<file path="config.mk">
export PLATFORM = sky130hd
export DESIGN_NAME = game_status_ctrl_flat
export DESIGN_NICKNAME = d
export VERILOG_FILES = /design/src/rtl/game_status_ctrl_pkg.sv /design/src/rtl/game_status_ctrl_if.sv /design/src/rtl/game_status_ctrl_bcd_score_counter.sv /design/src/rtl/game_status_ctrl.sv /design/src/flat_wrapper.sv
export SDC_FILE = /design/constraint.sdc
export NUM_CORES = 1
export LEC_CHECK = 0
export ABC_CLOCK_PERIOD_IN_PS = 4230
export CORE_ASPECT_RATIO = 0.75
export CORE_MARGIN = 4
export CORE_UTILIZATION = 25
export CTS_CLUSTER_DIAMETER = 50
export DETAILED_ROUTE_END_ITERATION = 16
export GPL_TIMING_DRIVEN = 0
export MAX_ROUTING_LAYER = met4
export PLACE_DENSITY = 0.43
export SYNTH_ARGS = -nofsm -noshare
export SYNTH_HDL_FRONTEND = slang
export SYNTH_SLANG_ARGS = --single-unit
</file>
<file path="constraint.sdc">
create_clock -name i_Clk -period 4.23 [get_ports i_Clk]
set_input_delay 1.0575 -clock i_Clk [delete_from_list [all_inputs] [get_ports i_Clk]]
set_output_delay 1.0575 -clock i_Clk [all_outputs]
set_load 0.1 [all_outputs]
</file>
<file path="src/rtl/game_status_ctrl_pkg.sv">
// Shared types and defaults for the game supervisor and its score counter.
// State encoding is visible on o_State, so the values are fixed.
package game_status_ctrl_pkg;
   typedef enum logic [1:0] {
      ST_IDLE = 2'd0,
      ST_RUN  = 2'd1,
      ST_HIT  = 2'd2,
      ST_OVER = 2'd3
   } state_e;

   localparam int NUM_PIPES_DEF  = 3;
   localparam int HIT_FRAMES_DEF = 60;
   localparam int SCORE_MAX_DEF  = 99;
   localparam int BCD_W          = 4;
endpackage

</file>
<file path="src/rtl/game_status_ctrl_if.sv">
// Draw/tick inputs and status outputs of game_status_ctrl, grouped as one bundle.
// Signal names are taken from the supervisor's point of view.
interface game_status_ctrl_if #(parameter int NUM_PIPES = 3);
   import game_status_ctrl_pkg::*;

   logic                 i_Start;
   logic                 i_Frame_End;
   logic                 i_Draw_Bird;
   logic [NUM_PIPES-1:0] i_Draw_Pipe;
   logic [NUM_PIPES-1:0] i_Done_Tick;
   logic                 o_Run;
   logic [1:0]           o_State;
   logic                 o_Collision;
   logic                 o_Game_Over;
   logic [BCD_W-1:0]     o_Score_Ones;
   logic [BCD_W-1:0]     o_Score_Tens;

   modport master (
      output i_Start, i_Frame_End, i_Draw_Bird, i_Draw_Pipe, i_Done_Tick,
      input  o_Run, o_State, o_Collision, o_Game_Over, o_Score_Ones, o_Score_Tens
   );

   modport slave (
      input  i_Start, i_Frame_End, i_Draw_Bird, i_Draw_Pipe, i_Done_Tick,
      output o_Run, o_State, o_Collision, o_Game_Over, o_Score_Ones, o_Score_Tens
   );
endinterface

</file>
<file path="src/rtl/game_status_ctrl_bcd_score_counter.sv">
// Two-digit BCD accumulator that saturates at SCORE_MAX.
// Increment must not exceed 10, so one ones->tens carry is always enough.
module bcd_score_counter
   import game_status_ctrl_pkg::*;
#(
   parameter int INC_W     = 2,
   parameter int SCORE_MAX = SCORE_MAX_DEF
) (
   input  logic             clk_i,
   input  logic             rst_i,
   input  logic             clear_i,
   input  logic             en_i,
   input  logic [INC_W-1:0] inc_i,
   output logic [BCD_W-1:0] ones_o,
   output logic [BCD_W-1:0] tens_o
);
   localparam int SW = BCD_W + 1;
   localparam logic [BCD_W-1:0] MAX_ONES = BCD_W'(SCORE_MAX % 10);
   localparam logic [BCD_W-1:0] MAX_TENS = BCD_W'(SCORE_MAX / 10);

   logic [BCD_W-1:0] ones_q, tens_q, ones_d, tens_d;
   logic [SW-1:0]    ones_sum, ones_wrap, tens_sum;
   logic             carry, sat;

   always_comb begin
      ones_sum  = {1'b0, ones_q} + SW'(inc_i);
      carry     = (ones_sum >= SW'(10));
      ones_wrap = carry ? (ones_sum - SW'(10)) : ones_sum;
      tens_sum  = {1'b0, tens_q} + SW'(carry);
      sat       = (tens_sum > {1'b0, MAX_TENS}) ||
                  ((tens_sum == {1'b0, MAX_TENS}) && (ones_wrap > {1'b0, MAX_ONES}));
      ones_d    = ones_q;
      tens_d    = tens_q;
      if (clear_i) begin
         ones_d = '0;
         tens_d = '0;
      end else if (en_i) begin
         ones_d = sat ? MAX_ONES : ones_wrap[BCD_W-1:0];
         tens_d = sat ? MAX_TENS : tens_sum[BCD_W-1:0];
      end
   end

   always_ff @(posedge clk_i or posedge rst_i) begin
      if (rst_i) begin
         ones_q <= '0;
         tens_q <= '0;
      end else begin
         ones_q <= ones_d;
         tens_q <= tens_d;
      end
   end

   assign ones_o = ones_q;
   assign tens_o = tens_q;
endmodule

</file>
<file path="src/rtl/game_status_ctrl.sv">
// Game supervisor: IDLE/RUN/HIT/OVER sequencing, frame-synchronous collision
// decision, HIT freeze timing and the saturating BCD score.
module game_status_ctrl
   import game_status_ctrl_pkg::*;
#(
   parameter int NUM_PIPES  = NUM_PIPES_DEF,
   parameter int HIT_FRAMES = HIT_FRAMES_DEF,
   parameter int SCORE_MAX  = SCORE_MAX_DEF
) (
   input  logic              i_Clk,
   input  logic              i_Reset,
   game_status_ctrl_if.slave bus
);
   localparam int CNT_W = (HIT_FRAMES > 1) ? $clog2(HIT_FRAMES) : 1;
   localparam int INC_W = $clog2(NUM_PIPES + 1);
   localparam logic [CNT_W-1:0] CNT_LAST = CNT_W'(HIT_FRAMES - 1);

   state_e           state_q;
   logic             run_q, hit_q, coll_q, go_q;
   logic [CNT_W-1:0] cnt_q;
   logic [INC_W-1:0] tick_cnt;
   logic             overlap, start_ok;

   always_comb begin
      tick_cnt = '0;
      for (int p = 0; p < NUM_PIPES; p++)
         tick_cnt = tick_cnt + INC_W'(bus.i_Done_Tick[p]);
   end

   assign overlap  = bus.i_Draw_Bird && (|bus.i_Draw_Pipe);
   assign start_ok = bus.i_Start && ((state_q == ST_IDLE) || (state_q == ST_OVER));

   // o_Collision trails the internal hit flag by one cycle; the state only
   // changes on frame end so a frame is never rendered half-frozen.
   always_ff @(posedge i_Clk or posedge i_Reset) begin
      if (i_Reset) begin
         state_q <= ST_IDLE;
         run_q   <= 1'b0;
         hit_q   <= 1'b0;
         coll_q  <= 1'b0;
         go_q    <= 1'b0;
         cnt_q   <= '0;
      end else begin
         go_q   <= 1'b0;
         coll_q <= hit_q;
         case (state_q)
            ST_IDLE, ST_OVER: begin
               if (bus.i_Start) begin
                  state_q <= ST_RUN;
                  run_q   <= 1'b1;
                  hit_q   <= 1'b0;
                  coll_q  <= 1'b0;
               end
            end
            ST_RUN: begin
               if (overlap) hit_q <= 1'b1;
               if (bus.i_Frame_End && (hit_q || overlap)) begin
                  state_q <= ST_HIT;
                  run_q   <= 1'b0;
                  cnt_q   <= '0;
               end
            end
            ST_HIT: begin
               if (bus.i_Frame_End) begin
                  if (cnt_q == CNT_LAST) begin
                     state_q <= ST_OVER;
                     go_q    <= 1'b1;
                  end else begin
                     cnt_q <= cnt_q + CNT_W'(1);
                  end
               end
            end
            default: state_q <= ST_IDLE;
         endcase
      end
   end

   bcd_score_counter #(
      .INC_W     (INC_W),
      .SCORE_MAX (SCORE_MAX)
   ) u_score (
      .clk_i   (i_Clk),
      .rst_i   (i_Reset),
      .clear_i (start_ok),
      .en_i    (state_q == ST_RUN),
      .inc_i   (tick_cnt),
      .ones_o  (bus.o_Score_Ones),
      .tens_o  (bus.o_Score_Tens)
   );

   assign bus.o_State     = state_q;
   assign bus.o_Run       = run_q;
   assign bus.o_Collision = coll_q;
   assign bus.o_Game_Over = go_q;
endmodule

</file>
<file path="src/flat_wrapper.sv">
// flat-port wrapper written by rule: the top's interface ports become plain ports
module game_status_ctrl_flat import game_status_ctrl_pkg::*;
#(
   parameter int NUM_PIPES  = NUM_PIPES_DEF,
   parameter int HIT_FRAMES = HIT_FRAMES_DEF,
   parameter int SCORE_MAX  = SCORE_MAX_DEF
)
  (i_Clk, i_Reset, bus_i_Start, bus_i_Frame_End, bus_i_Draw_Bird, bus_i_Draw_Pipe, bus_i_Done_Tick, bus_o_Run, bus_o_State, bus_o_Collision, bus_o_Game_Over, bus_o_Score_Ones, bus_o_Score_Tens);
  game_status_ctrl_if #(.NUM_PIPES(NUM_PIPES)) bus_i ();
  input  logic i_Clk;
  input  logic i_Reset;
  input wire logic [$bits(bus_i.i_Start)-1:0] bus_i_Start;
  input wire logic [$bits(bus_i.i_Frame_End)-1:0] bus_i_Frame_End;
  input wire logic [$bits(bus_i.i_Draw_Bird)-1:0] bus_i_Draw_Bird;
  input wire logic [$bits(bus_i.i_Draw_Pipe)-1:0] bus_i_Draw_Pipe;
  input wire logic [$bits(bus_i.i_Done_Tick)-1:0] bus_i_Done_Tick;
  output wire logic [$bits(bus_i.o_Run)-1:0] bus_o_Run;
  output wire logic [$bits(bus_i.o_State)-1:0] bus_o_State;
  output wire logic [$bits(bus_i.o_Collision)-1:0] bus_o_Collision;
  output wire logic [$bits(bus_i.o_Game_Over)-1:0] bus_o_Game_Over;
  output wire logic [$bits(bus_i.o_Score_Ones)-1:0] bus_o_Score_Ones;
  output wire logic [$bits(bus_i.o_Score_Tens)-1:0] bus_o_Score_Tens;
  assign bus_i.i_Start = bus_i_Start;
  assign bus_i.i_Frame_End = bus_i_Frame_End;
  assign bus_i.i_Draw_Bird = bus_i_Draw_Bird;
  assign bus_i.i_Draw_Pipe = bus_i_Draw_Pipe;
  assign bus_i.i_Done_Tick = bus_i_Done_Tick;
  assign bus_o_Run = bus_i.o_Run;
  assign bus_o_State = bus_i.o_State;
  assign bus_o_Collision = bus_i.o_Collision;
  assign bus_o_Game_Over = bus_i.o_Game_Over;
  assign bus_o_Score_Ones = bus_i.o_Score_Ones;
  assign bus_o_Score_Tens = bus_i.o_Score_Tens;
  game_status_ctrl #(.NUM_PIPES(NUM_PIPES), .HIT_FRAMES(HIT_FRAMES), .SCORE_MAX(SCORE_MAX)) u_core (.i_Clk(i_Clk), .i_Reset(i_Reset), .bus(bus_i));
endmodule
</file>
* Word-level counts from Yosys, hierarchy flattened *
Cells that the tools add are included.

storage, ports and cells
  register bits after elaboration = 20
  bits of input ports = 11
  output and inout bits = 13
  word-level logic and storage cells = 71

operators by class
  add/sub/neg operators = 6
  magnitude comparators = 3
  equality and inequality tests = 11
  multiplexer cells = 26
  reductions and logical operators = 17

operators by type and width
  kind                                                                                  count
  4-bit two-way mux                                                                     6
  6-bit two-way mux                                                                     3
  6-bit case mux with 2 select lines                                                    1
  5-bit by 4-bit greater-than comparator with 1-bit output (second input constant)      2
  1-bit two-way mux                                                                     8
  2-bit two-way mux                                                                     4
  4-bit AND reduction                                                                   2
  6-bit by 1-bit adder with 6-bit output (second input constant)                        1
  6-bit == test (second input constant)                                                 1
  2-bit by 1-bit inequality test with 1-bit output (second input constant)              3
  2-bit inequality test (second input constant)                                         3
  2-bit case mux with 3 select lines                                                    1
  2-bit nonzero test                                                                    3
  4-bit by 1-bit adder with 5-bit output                                                1
  4-bit by 2-bit adder with 5-bit output                                                1
  5-bit by 4-bit == test with 1-bit output (second input constant)                      1
  5-bit by 4-bit greater-or-equal comparator with 1-bit output (second input constant)  1
  5-bit two-way mux                                                                     1
  5-bit by 4-bit subtractor with 5-bit output (second input constant)                   1
  2-bit == test (second input constant)                                                 2
  1-bit logical AND                                                                     4
  1-bit case mux with 2 select lines                                                    2
  1-bit logical OR                                                                      3
  3-bit AND reduction                                                                   1
  other kinds (7)                                                                       7

* Logic depth before layout (Yosys ltp) *
Gate-level depths: netlist of the first run.

  word-level depth = 11
  depth in mapped cells = 20
  depth with buffers taken out = 18

* Modules after synthesis *
From an unflattened synthesis of the first run, not the netlist that was laid out.

unflattened totals
  cell total of the unflattened synthesis = 167
  area, all modules = 1542.7 µm²

modules (own cells, without submodules)
  module             instances  cells each  area an instance (µm²)  seq. area each (µm²)
  bcd_score_counter  1          95          810.8                   200.2
  game_status_ctrl   1          72          732.0                   300.3

* Worst setup path after synthesis of the first run *
OpenSTA, ideal clock, no wires.

  path kind = in2reg
  start = input port bus_i_Done_Tick[0]
  end = register u_core.u_score.tens_q[2] (netlist: u_core.u_score.tens_o[2])
  library setup time = 0.137 ns
  arrival time = 4.877 ns
  data required time = 4.093 ns
  setup slack = -0.784 ns
  stages = 20
  buffers on the path = 2
  path through = fa_1 > ha_1 > inv_1 > fa_1 > buf_4 > xnor2_1 > inv_1 > ha_1 > buf_2 > o31ai_1 > nand3_1 > nand3_1 > ha_1 > ha_1 > nand2b_1 > o22a_1 > or3_1 > o311a_4 > nand4b_1 > o311ai_1

between the ends
  longest elaborated chain between the ends = 11
  elaborated cells on any way between the ends = 15
  classes of those cells = add/sub (5); order compare (3); eq/ne (1); mux (4); reduce/logical (2)

ends and longest elaborated chain
  what                                                                                                                  RTL line                                  text
  from (decl)                                                                                                           flat_wrapper.sv:16                        input wire logic [$bits(bus_i.i_Done_Tick)-1:0] bus_i_Done_Tick;
  1-bit by 1-bit adder with 2-bit output (*)                                                                            game_status_ctrl.sv:27                    tick_cnt = tick_cnt + INC_W'(bus.i_Done_Tick[p]);
  2-bit by 1-bit adder with 2-bit output (*)                                                                            game_status_ctrl.sv:27
  4-bit by 2-bit adder with 5-bit output (*)                                                                            game_status_ctrl_bcd_score_counter.sv:26  ones_sum = {1'b0, ones_q} + SW'(inc_i);
  parallel branches: the longest is 5 deep, another holds 5-bit by 4-bit greater-or-equal comparator with 1-bit output  -
  4-bit two-way mux (*)                                                                                                 game_status_ctrl_bcd_score_counter.sv:39  tens_d = sat ? MAX_TENS : tens_sum[BCD_W-1:0];
  4-bit two-way mux (*)                                                                                                 game_status_ctrl_bcd_score_counter.sv:37  end else if (en_i) begin
  4-bit two-way mux (*)                                                                                                 game_status_ctrl_bcd_score_counter.sv:34  if (clear_i) begin
  to (signal assigned)                                                                                                  game_status_ctrl_bcd_score_counter.sv:49  tens_q <= tens_d;
  to (decl)                                                                                                             game_status_ctrl_bcd_score_counter.sv:21  logic [BCD_W-1:0] ones_q, tens_q, ones_d, tens_d;

Mark *: on every way between the ends. The select of a mux whose other input is x is not followed.
A chain may end at the register's enable or synchronous reset.

* Worst setup path in the final report of the first run *
Ends and elaborated chain as after synthesis.

==> results of run 1 <==
layer usage:
metal / track usage, % / vias to the layer above / routed length [um]
met5: - / - / 0
met4: 2.00 / 0 / 15
met3: 2.87 / 2 / 242
met2: 19.6 / 37 / 1870
met1: 16.6 / 703 / 2070
li1: - / 708 / -
per-stage QoR:
stage | setup TNS [ns] | worst slack, ns | power, mW | area [sq um] | hold slack, ns
floorplan | -2.54 | -0.488 | 1.22 | 1590 | 0.470
detailed placement | -6.98 | -1.11 | 1.48 | 1920 | 0.511
global placement | -6.65 | -1.06 | 1.46 | 1920 | 0.492
CTS | -2.49 | -0.459 | 1.75 | 2050 | 0.522
finish | -0.993 | -0.207 | 1.79 | 2090 | 0.515
global route | -1.99 | -0.366 | 1.92 | 2090 | 0.553
cells by family (layout without fill, tap and decap cells):
kind of cell,count (synthesis),in the layout,share of synthesized area (%)
AO/OA/AOI/OAI,53,53,24.5
XOR/XNOR,3,3,1.75
adder cells (fa/ha/maj),11,11,10.2
buffers and inverters,25,61,6.83
flip-flops,20,20,33.3
multiplexers,2,2,1.33
AND/OR/NAND/NOR,62,62,22.1
timing repair:
action | CTS | global route
pin swaps | 11 | 10
setup buffers | 8 | 3
cloned | 0 | 0
gates resized for setup | 10 | 9
endpoints found under the setup margin | 7 | 6
cells in the final DEF, fill, tap and decap left out, drive strengths merged, types with 2 or more instances in the layout:
| cell type | instances |
|---|---|
| nand2b | 6 |
| clkbuf | 5 |
| ha | 9 |
| nor2 | 10 |
| xor2 | 2 |
| nand3 | 7 |
| inv | 19 |
| o311ai | 2 |
| a22o | 3 |
| dfrtp | 20 |
| nand2 | 18 |
| nor2b | 3 |
| fa | 2 |
| buf | 15 |
| mux2i | 2 |
| or3 | 3 |
| o31ai | 3 |
| clkdlybuf4s50 | 21 |
| a21oi | 6 |
| nand3b | 3 |
| nand4 | 5 |
| o22ai | 2 |
| o211ai | 2 |
| a31oi | 3 |
| o21ai | 20 |
| and2 | 4 |
path summary, 6_finish.rpt:
kind	start	end	cells past startpoint
setup / recovery	bus_i_Done_Tick[0]	u_core.u_score.tens_o[2]	19
hold / removal	u_core.cnt_q[0]	u_core.cnt_q[0]	1
setup reg to reg	u_core.u_score.ones_o[0]	u_core.u_score.tens_o[2]	18
hold reg to reg	u_core.cnt_q[0]	u_core.cnt_q[0]	1
max in group asynchronous	i_Reset	u_core.bus.o_State[0]	2
min in group asynchronous	i_Reset	u_core.u_score.tens_o[3]	2
state kept, by name, indices dropped and copies added (netlist names):
signal and flops:
u_core.u_score.tens_o 4, u_core.hit_q 1, u_core.bus.o_Collision 1, u_core.bus.o_State 2
u_core.u_score.ones_o 4, u_core.bus.o_Game_Over 1, u_core.cnt_q 6, u_core.bus.o_Run 1
worst max-delay path: stages:
cell	delay (ns)
buf_6	0.09
fa_1	0.50
ha_2	0.19
inv_2	0.04
fa_2	0.39
xnor2_4	0.16
inv_2	0.07
ha_4	0.16
o31ai_4	0.08
nand3_1	0.10
nand3_2	0.10
ha_4	0.19
ha_4	0.16
nand2b_4	0.13
o22a_1	0.23
or3_4	0.34
o311a_4	0.35
nand4b_1	0.12
o311ai_2	0.11
area by class of cell:
| class | instances | share of cell area, % |
|---|---|---|
| Tap cell | 78 | 4.67 |
| Clock inverter | 1 | 1.44 |
| Sequential cell | 20 | 24.0 |
| Clock buffer | 3 | 1.98 |
| Inverter | 19 | 3.41 |
| Multi-Input combinational cell | 131 | 48.6 |
| Buffer | 4 | 0.898 |
| Timing Repair Buffer | 34 | 15.1 |
where the power goes:
group | switching (mW) | total, mW | internal (mW)
registers | 0.0624 | 0.309 | 0.246
clock network | 0.0694 | 0.196 | 0.126
logic | 0.820 | 1.28 | 0.463
==> out/qor.csv, run 1 <==
metric,value,unit
grt_pass1_wl,7160,um
multi_input_area,1010,sq um
ys_seq_elements,20,
crit_path_end_kind,register,
dp.cells,277,
slew_viol_final,0,
cap_violations,0,
synth_top_area_share,33.3,%
drc,0,
start_util,25.8,%
synth_edf_count,0,
crit_fanout,6,
syn_to_final_growth,39.2,%
cts_tree,yes,
setup_viol,6,
cts_buffer_depth,2,
fin_util,35.9,%
grt_max_degree,21,
core_area,5830,sq um
antenna_found_initial,0,
hold_buffers,0,
rsz0062_at_grt,true,
gp_congestion,0.834,
yosysMostFrequentCell,dfrtp_1,
violations,setup timing,
die_y,75.1,um
cts.sinks,20,
yosysSeqAreaShare,33.3,%
port_buffers,23,
fin_ws,-0.207,ns
p_leak,0.858,nW
seq_area,500,sq um
required,4.37,ns
min_period,4.44,ns
yosys-top-cells-count,"dfrtp_1, inv_1, o21ai_0",
htree_levels,1,
wl_per_cell,14.5,um
hpwl,3060,um
worst_slew_margin_rel,34.2,%
cp.arrival,4.58,ns
reg2reg_slack,0.20,ns
cts_buffers,3,
synth_top_area_cell,dfrtp_1,
synth_area_per_cell,8.53,sq um
routed_via_density,5.00,
dr.pass1.iters,4,
insertion_delay,0.26,ns
synthCells,176,
synthArstFlopShare,100,%
vias,1450,
synth_area_leaders,"dfrtp_1, ha_1, o21ai_0, inv_1, nand2_1",
ys.flop_type,dfrtp_1,
die_x,97.5,um
powerDensity,856,nW/um^2
nets,235,
critical_path_class,in2reg,
wl,4200,um
fp-row-count,24,
ir_drop,0.527,mV
status,"finished, violations left",
clkTransAtPathRegs,0.09,ns
timing.final.crit_share,105,%
hold_viol_final,0,
dieArea,7320,sq um
n_antenna_cell,0,
syn_area,1500,sq um
synth_nets,198,
hold_class,reg2reg,
worstMarginPinSlew,0.984,ns
fill_cells,601,
clock-skew-final,0.0105,ns
worstSetupStartpointType,input pin,
drt_iter0_drc,71,
io_pins,24,
grt_pass1_vias,1467,
postRouteAntennaNets,0,
cts_root_buffer,clkbuf_8,
timing.fmax,225,MHz
grt_overflow,0,
synth_cell_type_count,47,
drive_above_1_share,19.3,%
grt.total_usage,12.4,%
fin_cells,290,
synth_warnings,0,
(Power assumes the default switching activity.)
==> run 2, diff against run 1 <==
--- a/config.mk
+++ b/config.mk
@@ -6,7 +6,7 @@
 export NUM_CORES = 1
 export LEC_CHECK = 0
 export ABC_CLOCK_PERIOD_IN_PS = 4230
-export CORE_ASPECT_RATIO = 0.75
+export CORE_ASPECT_RATIO = 0.7
 export CORE_MARGIN = 4
 export CORE_UTILIZATION = 25
 export CTS_CLUSTER_DIAMETER = 50
==> run 2 against run 1 <==
Compared with the run above:
- the run still ends with setup timing left
- maximum frequency is 0.11% lower
- global-route usage down 0.41 points
- non-clock buffer count stayed put
- core utilization decreased by 0.37 points
- die area is essentially flat
- via count is 1.0% lower
- critical path depth stayed put
- clock power decreased by 37%
- clock skew down 0.0050 ns
- critical endpoint unchanged
==> out/qor.csv, run 2 (synthesis results as in run 1) <==
metric,value,unit,change
status,"finished, violations left",,unchanged
violations,setup timing,,unchanged
worst_slew_margin_rel,35.0,%,was 34.2%
dp.cells,274,,was 277
cpMaxStageDelayCell,fa_1,,unchanged
wl,4040,um,was 4200 um
min_to,u_core.cnt_q[0],,unchanged
rsz0062_at_grt,true,,unchanged
syn_to_final_growth,36.8,%,was 39.2%
grt_use_met2,18.8,%,was 19.6%
min_period,4.44,ns,about the same
clkTransAtPathRegs,0.07,ns,was 0.09 ns
fp-row-count,23,,was 24
critPathMostFrequentCell,ha_4,,unchanged
hold_buffers,0,,unchanged
path_depth,19,,unchanged
drive_above_1_share,18.5,%,was 19.3%
p_leak,0.843,nW,was 0.858 nW
vias,1435,,was 1450
critPathTopFamily,adder cells,,unchanged
port_buffers,23,,unchanged
final_cell_mix,"clkdlybuf4s50_1, dfrtp_1, inv_1, nand2_1, o21ai_0",,"was clkdlybuf4s50_1, dfrtp_1, inv_1, o21ai_0, nand2_1"
grt_max_degree,21,,unchanged
grt-busiest-layer,met2,,unchanged
largest_register_ff_count,6,,unchanged
reg2reg_depth,18,,unchanged
nets,235,,unchanged
hold_class,reg2reg,,unchanged
drc,0,,unchanged
hpwl,3010,um,was 3060 um
required,4.35,ns,was 4.37 ns
antenna_found_initial,0,,unchanged
critical_path_class,in2reg,,unchanged
htree_levels,1,,unchanged
timing.fmax,225,MHz,about the same
routed_via_density,5.02,,was 5.00
dr.pass1.iters,4,,unchanged
totalPowerFinal,1.70,mW,was 1.79 mW
final_common_cell,clkdlybuf4s50_1,,unchanged
cts_buffers,3,,unchanged
cp.arrival,4.56,ns,was 4.58 ns
worstMarginPinSlew,0.973,ns,was 0.984 ns
worstSetupStartpointType,input pin,,unchanged
use_met3,2.87,%,about the same
die_y,72.8,um,was 75.1 um
use_met1,16.2,%,was 16.6%
core_area,5780,sq um,was 5830 sq um
wl_per_cell,14.1,um,was 14.5 um
crit_fanout,6,,unchanged
n_antenna_cell,0,,unchanged
grt_pass1_wl,6820,um,was 7160 um
ir_drop,0.413,mV,was 0.527 mV
cts_root_buffer,clkbuf_8,,unchanged
clock-skew-final,0.00547,ns,was 0.0105 ns
grt_pass1_vias,1405,,was 1467
hold_viol_final,0,,unchanged
powerDensity,830,nW/um^2,was 856 nW/um^2
cts_tree,yes,,unchanged
cts_buffer_depth,2,,unchanged
die_x,101,um,was 97.5 um
crit_path_end_kind,register,,unchanged
min_from,u_core.cnt_q[0],,unchanged
regToRegEndpoint,u_core.u_score.tens_o[2],,unchanged
cap_violations,0,,unchanged
dieArea,7330,sq um,was 7320 sq um
fill_cells,594,,was 601
min_path_cells,1,,unchanged
fin_cells,286,,was 290
setup_viol,6,,unchanged
grt_overflow,0,,unchanged
gp_congestion,0.806,,was 0.834
max_stage_delay,0.50,ns,about the same
io_pins,24,,unchanged
rr_startpoint,u_core.u_score.ones_o[0],,unchanged
postRouteAntennaNets,0,,unchanged
slew_viol_final,0,,unchanged
reg2reg_slack,0.21,ns,was 0.20 ns
crit_path_cell_trace,"buf_6, fa_1, ha_2, inv_2, fa_2, xnor2_4, inv_2, ha_4, nand2_1, nand4_1, nand3_2, ha_4, ha_4, nand2b_4, o22a_1, or3_4, o311a_4, nand4b_1, o311ai_2",,"was buf_6, fa_1, ha_2, inv_2, fa_2, xnor2_4, inv_2, ha_4, o31ai_4, nand3_1, nand3_2, ha_4, ha_4, nand2b_4, o22a_1, or3_4, o311a_4, nand4b_1, o311ai_2"
start_util,26.0,%,was 25.8%
drt_iter0_drc,81,,was 71
crit_buf_inv,3,,unchanged
cts.sinks,20,,unchanged
holdWs,0.511,ns,was 0.515 ns
largest_register,u_core.cnt_q,,unchanged
fin_ws,-0.212,ns,was -0.207 ns
timing.final.crit_share,105,%,about the same
insertion_delay,0.26,ns,about the same
grt.total_usage,12.0,%,was 12.4%
run 2: cell types whose count changed in the layout (fill, tap and decap cells not counted), sizes merged:
cell,previous run,this run
bufinv,1,0
run 2: per-stage QoR:
step                area, sq um  worst slack, ns  TNS, ns  utilization [%]
floorplan                  1590           -0.488    -2.54                -
global placement           1910            -1.08    -6.75             33.1
detailed placement         1910            -1.13    -7.13             33.1
CTS                        2040           -0.493    -2.61             35.2
global route               2050           -0.308    -1.62             35.5
finish                     2050           -0.212   -0.952             35.5
run 2: worst max path at each step:
stage	startpoint	to
4_1_cts	bus_i_Done_Tick[1]	u_core.u_score.tens_o[2]
5_1_grt	bus_i_Done_Tick[0]	u_core.u_score.tens_o[2]
3_3_place_gp	bus_i_Done_Tick[0]	u_core.u_score.tens_o[2]
6_report	bus_i_Done_Tick[0]	u_core.u_score.tens_o[2]
2_1_floorplan	bus_i_Done_Tick[0]	u_core.u_score.tens_o[2]
3_5_place_dp	bus_i_Done_Tick[0]	u_core.u_score.tens_o[2]
run 2: where the power goes:
part           switching (mW)  internal [mW]  leakage (nW)
clock                  0.0607         0.0634        0.0216
sequential             0.0635          0.247         0.260
combinational           0.807          0.462         0.561
total                   0.931          0.772         0.843
run 2: repair_timing:
| action | in CTS | in global routing |
|---|---|---|
| pin swaps | 11 | 12 |
| setup endpoints to repair | 7 | 6 |
| buffers inserted | 10 | 1 |
| gates resized for setup | 11 | 7 |
run 2: worst register-to-register path, cell delays in order (launching register included):
cell,delay (ns)
dfrtp_1,0.42
fa_1,0.56
ha_2,0.19
inv_2,0.04
fa_2,0.40
xnor2_4,0.16
inv_2,0.07
ha_4,0.16
nand2_1,0.06
nand4_1,0.10
nand3_2,0.11
ha_4,0.19
ha_4,0.15
nand2b_4,0.13
o22a_1,0.23
or3_4,0.33
o311a_4,0.36
nand4b_1,0.12
o311ai_2,0.11
run 2: cell type report:
| cell class | instances | area (sq um) | area share, % |
|---|---|---|---|
| flip-flops and latches | 20 | 500 | 24.4 |
| multi-input cells | 131 | 1010 | 49.3 |
| repair buffers | 34 | 315 | 15.4 |
| clock buffers | 3 | 41.3 | 2.01 |
| plain buffers | 4 | 18.8 | 0.914 |
| inverters | 19 | 71.3 | 3.47 |
| well taps | 75 | 93.8 | 4.57 |
run 2: per-layer routing:
| metal | vias up | share of wire (%) |
|---|---|---|
| met5 | - | 0 |
| met4 | 0 | 0.32 |
| met3 | 2 | 5.7 |
| met2 | 35 | 46 |
| met1 | 692 | 48 |
| li1 | 706 | - |
==> run 3, diff against run 2 <==
--- a/config.mk
+++ b/config.mk
@@ -14,6 +14,7 @@
 export GPL_TIMING_DRIVEN = 0
 export MAX_ROUTING_LAYER = met4
 export PLACE_DENSITY = 0.43
+export SKIP_CTS_REPAIR_TIMING = 1
 export SYNTH_ARGS = -nofsm -noshare
 export SYNTH_HDL_FRONTEND = slang
 export SYNTH_SLANG_ARGS = --single-unit
==> run 3 against run 2 <==
Compared with the run above:
- the flow still finishes with violations (setup timing)
- non-clock buffer count is 4 higher
- core utilization is 0.76 points higher
- global-route usage is 0.63 points lower
- critical endpoint unchanged
==> out/qor.csv, run 3 (synthesis results as in run 1) <==
metric,value,unit,change
status,"finished, violations left",,unchanged
violations,setup timing,,unchanged
antenna_found_initial,0,,unchanged
clock-skew-final,0.00540,ns,was 0.00547 ns
reg2reg_slack,0,ns,was 0.21 ns
drive_above_1_share,19.5,%,was 18.5%
grt_max_degree,21,,unchanged
dpl_cell_area,1910,sq um,unchanged
reg2reg_depth,20,,was 18
cap_violations,0,,unchanged
postRouteAntennaNets,0,,unchanged
fp-row-count,23,,unchanged
p_leak,0.862,nW,was 0.843 nW
largest_register,u_core.cnt_q,,unchanged
clkTransAtPathRegs,0.07,ns,about the same
dieArea,7330,sq um,unchanged
hold_viol_final,0,,unchanged
n_antenna_cell,0,,unchanged
fin_area,2100,sq um,was 2050 sq um
timing.fmax,215,MHz,was 225 MHz
rr_startpoint,u_core.u_score.ones_o[0],,unchanged
worst_slew_margin_rel,35.0,%,unchanged
grt_pass1_vias,1326,,was 1405
dr.pass1.iters,4,,unchanged
drc,0,,unchanged
cp.arrival,4.77,ns,was 4.56 ns
routed_via_density,4.96,,was 5.02
slew_viol_final,0,,unchanged
nets,239,,was 235
drt_iter0_drc,68,,was 81
required,4.35,ns,about the same
critical_path_class,in2reg,,unchanged
cp-endpoint,u_core.u_score.tens_o[2],,unchanged
regToRegEndpoint,u_core.u_score.tens_o[2],,unchanged
hpwl,3010,um,unchanged
grt_pass1_wl,6460,um,was 6820 um
port_buffers,23,,unchanged
crit_fanout,6,,unchanged
final_cell_mix,"clkdlybuf4s50_1, dfrtp_1, inv_1, nand2_1, o21ai_0",,unchanged
cts.sinks,20,,unchanged
hold_class,reg2reg,,unchanged
die_y,72.8,um,unchanged
wl_per_cell,13.6,um,was 14.1 um
start_util,26.0,%,unchanged
fin_ws,-0.420,ns,was -0.212 ns
htree_levels,1,,unchanged
holdWs,0.512,ns,was 0.511 ns
worstSetupStartpointType,input pin,,unchanged
die_x,101,um,unchanged
cts_tree,yes,,unchanged
worstMarginPinSlew,0.973,ns,about the same
cp-startpoint,bus_i_Done_Tick[1],,was bus_i_Done_Tick[0]
wl,3940,um,was 4040 um
largest_register_ff_count,6,,unchanged
syn_to_final_growth,39.7,%,was 36.8%
gp_congestion,0.806,,unchanged
setup_viol,6,,unchanged
min_period,4.65,ns,was 4.44 ns
cts_buffers,3,,unchanged
ir_drop,0.408,mV,was 0.413 mV
io_pins,24,,unchanged
timing.final.crit_share,110,%,was 105%
final_common_cell,clkdlybuf4s50_1,,unchanged
crit_path_end_kind,register,,unchanged
cts_root_buffer,clkbuf_8,,unchanged
core_area,5780,sq um,unchanged
grt_overflow,0,,unchanged
grt.total_usage,11.3,%,was 12.0%
powerDensity,838,nW/um^2,was 830 nW/um^2
cts_buffer_depth,2,,unchanged
vias,1437,,was 1435
rsz0062_at_grt,true,,unchanged
min_from,u_core.cnt_q[0],,unchanged
insertion_delay,0.26,ns,about the same
run 3: critical path, cell delays in order:
cell      delay [ns]
buf_6           0.09
fa_1            0.53
ha_4            0.15
inv_4           0.03
fa_2            0.35
buf_6           0.15
xnor2_4         0.14
inv_2           0.06
ha_4            0.12
buf_6           0.11
nand2_1         0.05
nand4_1         0.12
nand3_4         0.09
ha_4            0.19
ha_4            0.16
nand2b_4        0.13
o22a_1          0.23
or3_4           0.37
o311a_4         0.40
nand4b_1        0.11
o311ai_1        0.11
run 3: routing by layer:
layer / part of all wire [%] / GRT usage (%)
met5: 0 / -
met4: 0.33 / 1.35
met3: 4.8 / 2.87
met2: 45 / 17.3
met1: 50 / 15.7
run 3: final cells by class:
type | count | area, sq um
fill | 586 | 3690
multi-input combinational | 131 | 1020
sequential | 20 | 500
timing repair buffer | 36 | 324
tap | 75 | 93.8
inverter | 19 | 73.8
clock buffer | 3 | 41.3
buffer | 6 | 41.3
run 3: metrics by stage:
step / setup slack [ns] / util [%] / cells / TNS (ns) / power, mW
after floorplan: -0.488 / - / 176 / -2.54 / 1.22
final: -0.420 / 36.3 / 290 / -2.28 / 1.76
after global placement: -1.08 / 33.1 / 274 / -6.75 / 1.46
after global routing: -0.536 / 36.3 / 290 / -3.05 / 1.91
after detailed placement: -1.13 / 33.1 / 274 / -7.13 / 1.48
after CTS: -0.863 / 33.8 / 277 / -5.11 / 1.61
run 3: how the worst min path moves through the flow:
stage	endpoint	slack, ns	cells past startpoint
6_report	u_core.cnt_q[0]	0.51	1
3_5_place_dp	u_core.cnt_q[0]	0.51	1
2_1_floorplan	u_core.bus.o_Collision	0.47	1
5_1_grt	u_core.cnt_q[3]	0.54	1
3_3_place_gp	u_core.cnt_q[0]	0.49	1
4_1_cts	u_core.cnt_q[0]	0.52	1
run 3: where the power goes:
group	total, mW	switching [mW]	internal [mW]	leakage, nW
Clock	0.124	0.0607	0.0634	0.0216
Combinational	1.32	0.811	0.512	0.580
Sequential	0.309	0.0625	0.247	0.260
Total	1.76	0.934	0.822	0.862
